[src/rtl/ifetch_unit_pkg.sv]
// Shared definitions for the instruction fetch stage.
package ifetch_unit_pkg;

  localparam int unsigned XLEN = 32;
  localparam logic [XLEN-1:0] NOP_INSTR = 32'h0000_0013;

  typedef struct packed {
    logic [XLEN-1:0] pc;
    logic [XLEN-1:0] instr;
  } fetch_entry_t;

endpackage

[src/rtl/ifetch_unit_if.sv]
// Fetch-stage signal bundle: PC register side, instruction memory bus, decode handshake.
interface ifetch_unit_if #(
  parameter int unsigned XLEN = ifetch_unit_pkg::XLEN
) ();

  logic [XLEN-1:0] pc;
  logic            pc_stall;
  logic            flush;
  logic            imem_req_valid;
  logic [XLEN-1:0] imem_req_addr;
  logic            imem_req_ready;
  logic            imem_rsp_valid;
  logic [XLEN-1:0] imem_rsp_data;
  logic            if_valid;
  logic [XLEN-1:0] if_pc;
  logic [XLEN-1:0] if_instr;
  logic            id_ready;

  modport master (
    input  pc, flush, imem_req_ready, imem_rsp_valid, imem_rsp_data, id_ready,
    output pc_stall, imem_req_valid, imem_req_addr, if_valid, if_pc, if_instr
  );

  modport slave (
    output pc, flush, imem_req_ready, imem_rsp_valid, imem_rsp_data, id_ready,
    input  pc_stall, imem_req_valid, imem_req_addr, if_valid, if_pc, if_instr
  );

endinterface

[src/rtl/ifetch_unit_fetch_fifo.sv]
// Synchronous FIFO with clear and a registered head word.
module fetch_fifo #(
  parameter int unsigned WIDTH = 32,
  parameter int unsigned DEPTH = 4
) (
  input  logic                         clk,
  input  logic                         rst,
  input  logic                         clear_i,
  input  logic                         push_i,
  input  logic [WIDTH-1:0]             din_i,
  input  logic                         pop_i,
  output logic [WIDTH-1:0]             head_o,
  output logic                         full_o,
  output logic                         empty_o,
  output logic [$clog2(DEPTH+1)-1:0]   count_o
);

  localparam int unsigned PTR_W = $clog2(DEPTH);
  localparam int unsigned CNT_W = $clog2(DEPTH+1);

  logic [WIDTH-1:0] mem_q [DEPTH];
  logic [PTR_W-1:0] rd_q, rd_d, wr_q, wr_d;
  logic [CNT_W-1:0] count_q, count_d;
  logic [WIDTH-1:0] head_q, head_d;
  logic             do_push, do_pop;

  always_comb begin
    full_o  = (count_q == CNT_W'(DEPTH));
    empty_o = (count_q == '0);
    do_push = push_i && !full_o;
    do_pop  = pop_i && !empty_o;
    rd_d    = rd_q + PTR_W'(do_pop);
    wr_d    = wr_q + PTR_W'(do_push);
    count_d = count_q + CNT_W'(do_push) - CNT_W'(do_pop);
    // Head is pre-computed for the next cycle; a push landing on the new read slot bypasses the array.
    head_d  = (do_push && (wr_q == rd_d)) ? din_i : mem_q[rd_d];
  end

  always_ff @(posedge clk) begin
    if (rst || clear_i) begin
      rd_q    <= '0;
      wr_q    <= '0;
      count_q <= '0;
      head_q  <= '0;
    end else begin
      rd_q    <= rd_d;
      wr_q    <= wr_d;
      count_q <= count_d;
      head_q  <= head_d;
    end
  end

  always_ff @(posedge clk) begin
    if (do_push) mem_q[wr_q] <= din_i;
  end

  assign head_o  = head_q;
  assign count_o = count_q;

endmodule

[src/rtl/ifetch_unit.sv]
// Instruction fetch: credit-limited in-order imem requests, PC tagging, decode buffer, flush discard.
module ifetch_unit
  import ifetch_unit_pkg::*;
#(
  parameter int unsigned DEPTH = 4
) (
  input logic          clk,
  input logic          rst,
  ifetch_unit_if.master bus
);

  localparam int unsigned CNT_W = $clog2(DEPTH+1);

  logic [CNT_W-1:0]   live_q, live_d, drop_q, drop_d;
  logic [CNT_W-1:0]   out_count, tag_count, pending;
  logic [CNT_W+1:0]   occupancy;
  logic               can_issue, fire, rsp_keep, rsp_drop, out_pop;
  logic               out_empty, out_full, tag_empty, tag_full;
  logic [XLEN-1:0]    tag_head;
  logic [2*XLEN-1:0]  out_head_flat;
  fetch_entry_t       out_din, out_head;

  always_comb begin
    occupancy = {2'b00, live_q} + {2'b00, drop_q} + {2'b00, out_count};
    can_issue = !rst && !bus.flush && (occupancy < (CNT_W+2)'(DEPTH));
    fire      = can_issue && bus.imem_req_ready;
    rsp_drop  = bus.imem_rsp_valid && (drop_q != '0);
    rsp_keep  = bus.imem_rsp_valid && (drop_q == '0) && (live_q != '0) && !bus.flush;
    out_pop   = !out_empty && bus.id_ready;
    pending   = live_q + drop_q;
    out_din   = '{pc: tag_head, instr: bus.imem_rsp_data};
    out_head  = fetch_entry_t'(out_head_flat);

    // On flush every outstanding request becomes stale, minus one answered this very cycle.
    if (bus.flush) begin
      live_d = '0;
      drop_d = (bus.imem_rsp_valid && (pending != '0)) ? pending - 1'b1 : pending;
    end else begin
      live_d = live_q + CNT_W'(fire) - CNT_W'(rsp_keep);
      drop_d = drop_q - CNT_W'(rsp_drop);
    end
  end

  always_ff @(posedge clk) begin
    if (rst) begin
      live_q <= '0;
      drop_q <= '0;
    end else begin
      live_q <= live_d;
      drop_q <= drop_d;
    end
  end

  fetch_fifo #(.WIDTH(XLEN), .DEPTH(DEPTH)) u_tag_q (
    .clk     (clk),
    .rst     (rst),
    .clear_i (bus.flush),
    .push_i  (fire),
    .din_i   (bus.pc),
    .pop_i   (rsp_keep),
    .head_o  (tag_head),
    .full_o  (tag_full),
    .empty_o (tag_empty),
    .count_o (tag_count)
  );

  fetch_fifo #(.WIDTH(2*XLEN), .DEPTH(DEPTH)) u_out_q (
    .clk     (clk),
    .rst     (rst),
    .clear_i (bus.flush),
    .push_i  (rsp_keep),
    .din_i   (out_din),
    .pop_i   (out_pop),
    .head_o  (out_head_flat),
    .full_o  (out_full),
    .empty_o (out_empty),
    .count_o (out_count)
  );

  assign bus.imem_req_valid = can_issue;
  assign bus.imem_req_addr  = bus.pc;
  assign bus.pc_stall       = !rst && !bus.flush && !fire;
  assign bus.if_valid       = !rst && !out_empty;
  assign bus.if_pc          = rst ? '0 : out_head.pc;
  assign bus.if_instr       = rst ? '0 : out_head.instr;

  always_ff @(posedge clk) begin
    if (!rst) begin
      assert (!(bus.imem_rsp_valid && (live_q == '0) && (drop_q == '0)));
      assert (occupancy <= (CNT_W+2)'(DEPTH));
      assert (tag_count == live_q);
      assert (!(rsp_keep && (out_full || tag_empty)));
      assert (!(fire && tag_full));
    end
  end

endmodule
[src/flat_wrapper.sv]
// flat-port wrapper written by rule: the top's interface ports become plain ports
module ifetch_unit_flat import ifetch_unit_pkg::*;
#(
  parameter int unsigned DEPTH = 4
)
  (clk, rst, bus_pc, bus_flush, bus_imem_req_ready, bus_imem_rsp_valid, bus_imem_rsp_data, bus_id_ready, bus_pc_stall, bus_imem_req_valid, bus_imem_req_addr, bus_if_valid, bus_if_pc, bus_if_instr);
  ifetch_unit_if bus_i ();
  input logic clk;
  input logic rst;
  input wire logic [$bits(bus_i.pc)-1:0] bus_pc;
  input wire logic [$bits(bus_i.flush)-1:0] bus_flush;
  input wire logic [$bits(bus_i.imem_req_ready)-1:0] bus_imem_req_ready;
  input wire logic [$bits(bus_i.imem_rsp_valid)-1:0] bus_imem_rsp_valid;
  input wire logic [$bits(bus_i.imem_rsp_data)-1:0] bus_imem_rsp_data;
  input wire logic [$bits(bus_i.id_ready)-1:0] bus_id_ready;
  output wire logic [$bits(bus_i.pc_stall)-1:0] bus_pc_stall;
  output wire logic [$bits(bus_i.imem_req_valid)-1:0] bus_imem_req_valid;
  output wire logic [$bits(bus_i.imem_req_addr)-1:0] bus_imem_req_addr;
  output wire logic [$bits(bus_i.if_valid)-1:0] bus_if_valid;
  output wire logic [$bits(bus_i.if_pc)-1:0] bus_if_pc;
  output wire logic [$bits(bus_i.if_instr)-1:0] bus_if_instr;
  assign bus_i.pc = bus_pc;
  assign bus_i.flush = bus_flush;
  assign bus_i.imem_req_ready = bus_imem_req_ready;
  assign bus_i.imem_rsp_valid = bus_imem_rsp_valid;
  assign bus_i.imem_rsp_data = bus_imem_rsp_data;
  assign bus_i.id_ready = bus_id_ready;
  assign bus_pc_stall = bus_i.pc_stall;
  assign bus_imem_req_valid = bus_i.imem_req_valid;
  assign bus_imem_req_addr = bus_i.imem_req_addr;
  assign bus_if_valid = bus_i.if_valid;
  assign bus_if_pc = bus_i.if_pc;
  assign bus_if_instr = bus_i.if_instr;
  ifetch_unit #(.DEPTH(DEPTH)) u_core (.clk(clk), .rst(rst), .bus(bus_i));
endmodule
[config.mk]
export PLATFORM = sky130hd
export DESIGN_NAME = ifetch_unit_flat
export DESIGN_NICKNAME = d
export VERILOG_FILES = /design/src/rtl/ifetch_unit_pkg.sv /design/src/rtl/ifetch_unit_if.sv /design/src/rtl/ifetch_unit_fetch_fifo.sv /design/src/rtl/ifetch_unit.sv /design/src/flat_wrapper.sv
export SDC_FILE = /design/constraint.sdc
export NUM_CORES = 1
export LEC_CHECK = 0
export BUFFER_PORTS_ARGS = -buffer_cell sky130_fd_sc_hd__buf_4
export CORE_MARGIN = 3
export CORE_UTILIZATION = 59
export CTS_BUF_LIST = sky130_fd_sc_hd__clkbuf_2
export CTS_CLUSTER_SIZE = 24
export DETAILED_ROUTE_END_ITERATION = 7
export PLACE_DENSITY = 0.79
export RECOVER_POWER = 50
export SETUP_SLACK_MARGIN = 0.02
export SLEW_MARGIN = 0
export SYNTH_ARGS = -nofsm -noshare
export SYNTH_HDL_FRONTEND = slang
export SYNTH_HIERARCHICAL = 1
export SYNTH_SLANG_ARGS = --single-unit
export TNS_END_PERCENT = 1
[constraint.sdc]
create_clock -name clk -period 8.7 [get_ports clk]
set_clock_uncertainty 0.1 [all_clocks]
set_input_delay 1.305 -clock clk [delete_from_list [all_inputs] [get_ports clk]]
set_output_delay 1.305 -clock clk [all_outputs]
set_load 0.05 [all_outputs]
==> results.md <==
- Setup CP Type: flip-flop to flip-flop
- Int Power: 3.251 mW
- Clock sink count: 500
- Die Y: 189.1 um
- DR top layer: met4
- Crit. End Element: flip-flop
- Arrival time at the worst endpoint: 6.07 ns
- Buffer depth of the longest clock path: 3
- Worst vdd ir: 0.1285 mV
- Area growth from synthesis to layout: 10.96%
- Sw Pwr: 1.024 mW
- Per-cell routed wire length: 19.33 um
- Leakage: 7.842 nW
- Mapped Area: 19,780 um^2
- Die Wd: 189.1 um
- Cell mode on critical path: clkbuf_1
- HPWL after DPL: 21,100 um
- Fraction of layout cells with a size suffix above 1: 37.79%
- Root Driver: clkbuf_2
- Initial antenna violation count: 1
- Postcts setup bufs: 0
- TritonCTS Buffers: 116
- First-pass GRT wire length: 58,150 um
- CP Launch Type: flip-flop
- Overall via count from detail_route: 10,270
- Clock Power Share: 34.2%
- Slew Limit Fails: 199
- CTS tree: yes
- Detailed Route Iter0 Violations: 587
- Tot Pwr: 4.274 mW
- Post-Synthesis Net Count: 1,229
- Htree depth: 3
- Failing checks: capacitance limit, slew limit
- Met2 WL: 18,810 um
- Vias per inst: 5.440
- Worst path max stage delay: 2.01 ns
- Final Setup Violations: 0
- GR Overflow Total: 0
- Hold buffers post-CTS: 0
- Core Region: 32,780 um^2
- Slowest-stage cell, CP: clkbuf_1
- Worst Max-Slew Pin Slew: 2.864 ns
- Wl on met1: 15,130 um
- Placed Area: 21,150 um^2
- Part of the power in combinational logic: 4.9%
- Final nets: 1,445
- IO Pins: 169
- Vias in the first global route: 10,990
- GRT Util Overall: 20.93%
- Share of the cycle needed by the critical path after routing: 62.12%
- WL met3: 1961 um
- WP buf/inv: 3
- Critical Path RT: 9.36 ns
- Clk_lat worst skew: 1.00 ns
- # DRC: 0
- Worst-path cell chain: inv_1 > nand3_1 > nor4b_1 > clkbuf_1 > nor2b_1 > ha_2 > clkbuf_1 > xnor2_1 > nand4_4 > mux2i_1 > nor2_1
- Placed Cells: 1,675
- Yosys warns: 6
- Final Cell Area: 21,940 um^2
- Post-CTS sizing: 0
- Crit path max fanout: 34
- Status: finished, violations left
- Hold Crit Class: flip-flop to flip-flop
- GP Congestion: 0.7596
- Maxcap violations: 6
- Routed Antenna Nets: 0
- Switching part of the total: 23.95%
- Normalized max-slew margin: -90.90%
- Hold WS: 0.3210 ns
- Top Family by Delay on Critical Path: buffers and inverters
- CTS clock-pin slew for the worst setup and hold paths: 0.12 ns
- Gate Count Post-Synth: 1,135
- Minimum clock period: 5.405 ns
- Input/output buffers: 168
- WL final: 36,500 um
- FMAX: 0.1850 GHz
- RSZ-0062 raised after global routing: false
- Largest net degree at the start of global routing: 75
- Reg power frac: 60.9%
- Rows: 66
- Final Non-Filler Cells: 1,888
- Syn avg cell area: 17.42 um^2
- Final setup TNS: 0 ns
- Die area: 35,750 um^2
- Final Hold Violating Endpoints: 0
- Initial Util: 60.32%
- 1st-pass router iterations: 5
- Pwr dens: 194.8 nW/um^2
worst min-delay path: stages, from the launching register on:
cell and delay [ns]:
dfxtp_1 0.37, nand2_2 0.08, a21oi_2 0.04
area by class of cell:
class	instances	area (um^2)
Antenna cell	1	2.502
Tap cell	442	553.0
Fill cell	2340	10840
Timing Repair Buffer	185	1122
Inverter	22	82.58
Sequential cell	500	13850
Clock buffer	186	930.9
Multi-Input combinational cell	526	5246
Clock inverter	26	152.6
metrics by stage:
| step | worst slack, ns | util [%] |
|---|---|---|
| after floorplan | 1.017 | - |
| after global placement | 4.074 | 64.50 |
| after detailed placement | 4.020 | 64.50 |
| after CTS | 3.836 | 67.80 |
| after global routing | 2.584 | 66.93 |
| final | 3.295 | 66.93 |
power by group through the flow:
stage	sequential, mW	clock (mW)	combinational [mW]
global route	2.61	1.65	0.227
CTS	2.60	1.52	0.227
detailed placement	2.66	0	0.226
floorplan	2.65	0	0.150
global placement	2.66	0	0.221
finish	2.60	1.46	0.208
flip-flops by register name, indices dropped and copies added (netlist names):
signal	flops
u_core/u_tag_q/rd_q	2
u_core/u_out_q/wr_q	2
u_core/u_out_q/mem_q	256
u_core/u_out_q/head_o	64
u_core/u_tag_q/head_o	32
u_core/u_tag_q/wr_q	2
u_core/u_tag_q/count_o	3
u_core/u_tag_q/mem_q	128
u_core/u_out_q/count_o	3
u_core/drop_q	3
u_core/live_q	3
u_core/u_out_q/rd_q	2
final timing paths:
check / start / to / slack, ns / cells after the start
setup reg to reg: u_core/drop_q[1] / u_core/u_tag_q/head_o[22] / 3.30 / 11
setup / recovery: u_core/drop_q[1] / u_core/u_tag_q/head_o[22] / 3.30 / 11
hold / removal: u_core/u_tag_q/head_o[22] / u_core/u_out_q/head_o[54] / 0.32 / 2
hold reg to reg: u_core/u_tag_q/head_o[22] / u_core/u_out_q/head_o[54] / 0.32 / 2
cell usage in the layout (no fill, tap or decap), types with 2 or more instances in the layout:
master / instances
edfxtp_1: 384
clkbuf_2: 186
dfxtp_1: 116
buf_4: 114
mux4_2: 96
nand2_1: 72
clkbuf_1: 71
nor2b_1: 69
nand2_2: 60
a21oi_2: 60
nor2_1: 42
mux2i_1: 33
inv_1: 22
clkinv_1: 17
ha_1: 15
and2_1: 13
xnor2_1: 12
a21oi_1: 7
fa_1: 7
nor3_1: 5
clkinv_4: 4
clkinv_2: 3
nand2b_1: 2
nor3b_1: 2
nand3_1: 2
and3_2: 2
or3b_2: 2
xnor3_2: 2
nand4_4: 2
xor2_4: 2
nor3b_2: 2
routing by layer:
metal | up-vias | global-route usage [%]
met5 | - | 0
met4 | 0 | 7.362
met3 | 45 | 4.147
met2 | 286 | 36.05
met1 | 5236 | 26.82
li1 | 4703 | -
Note: power is estimated with default switching activity, not from simulation.
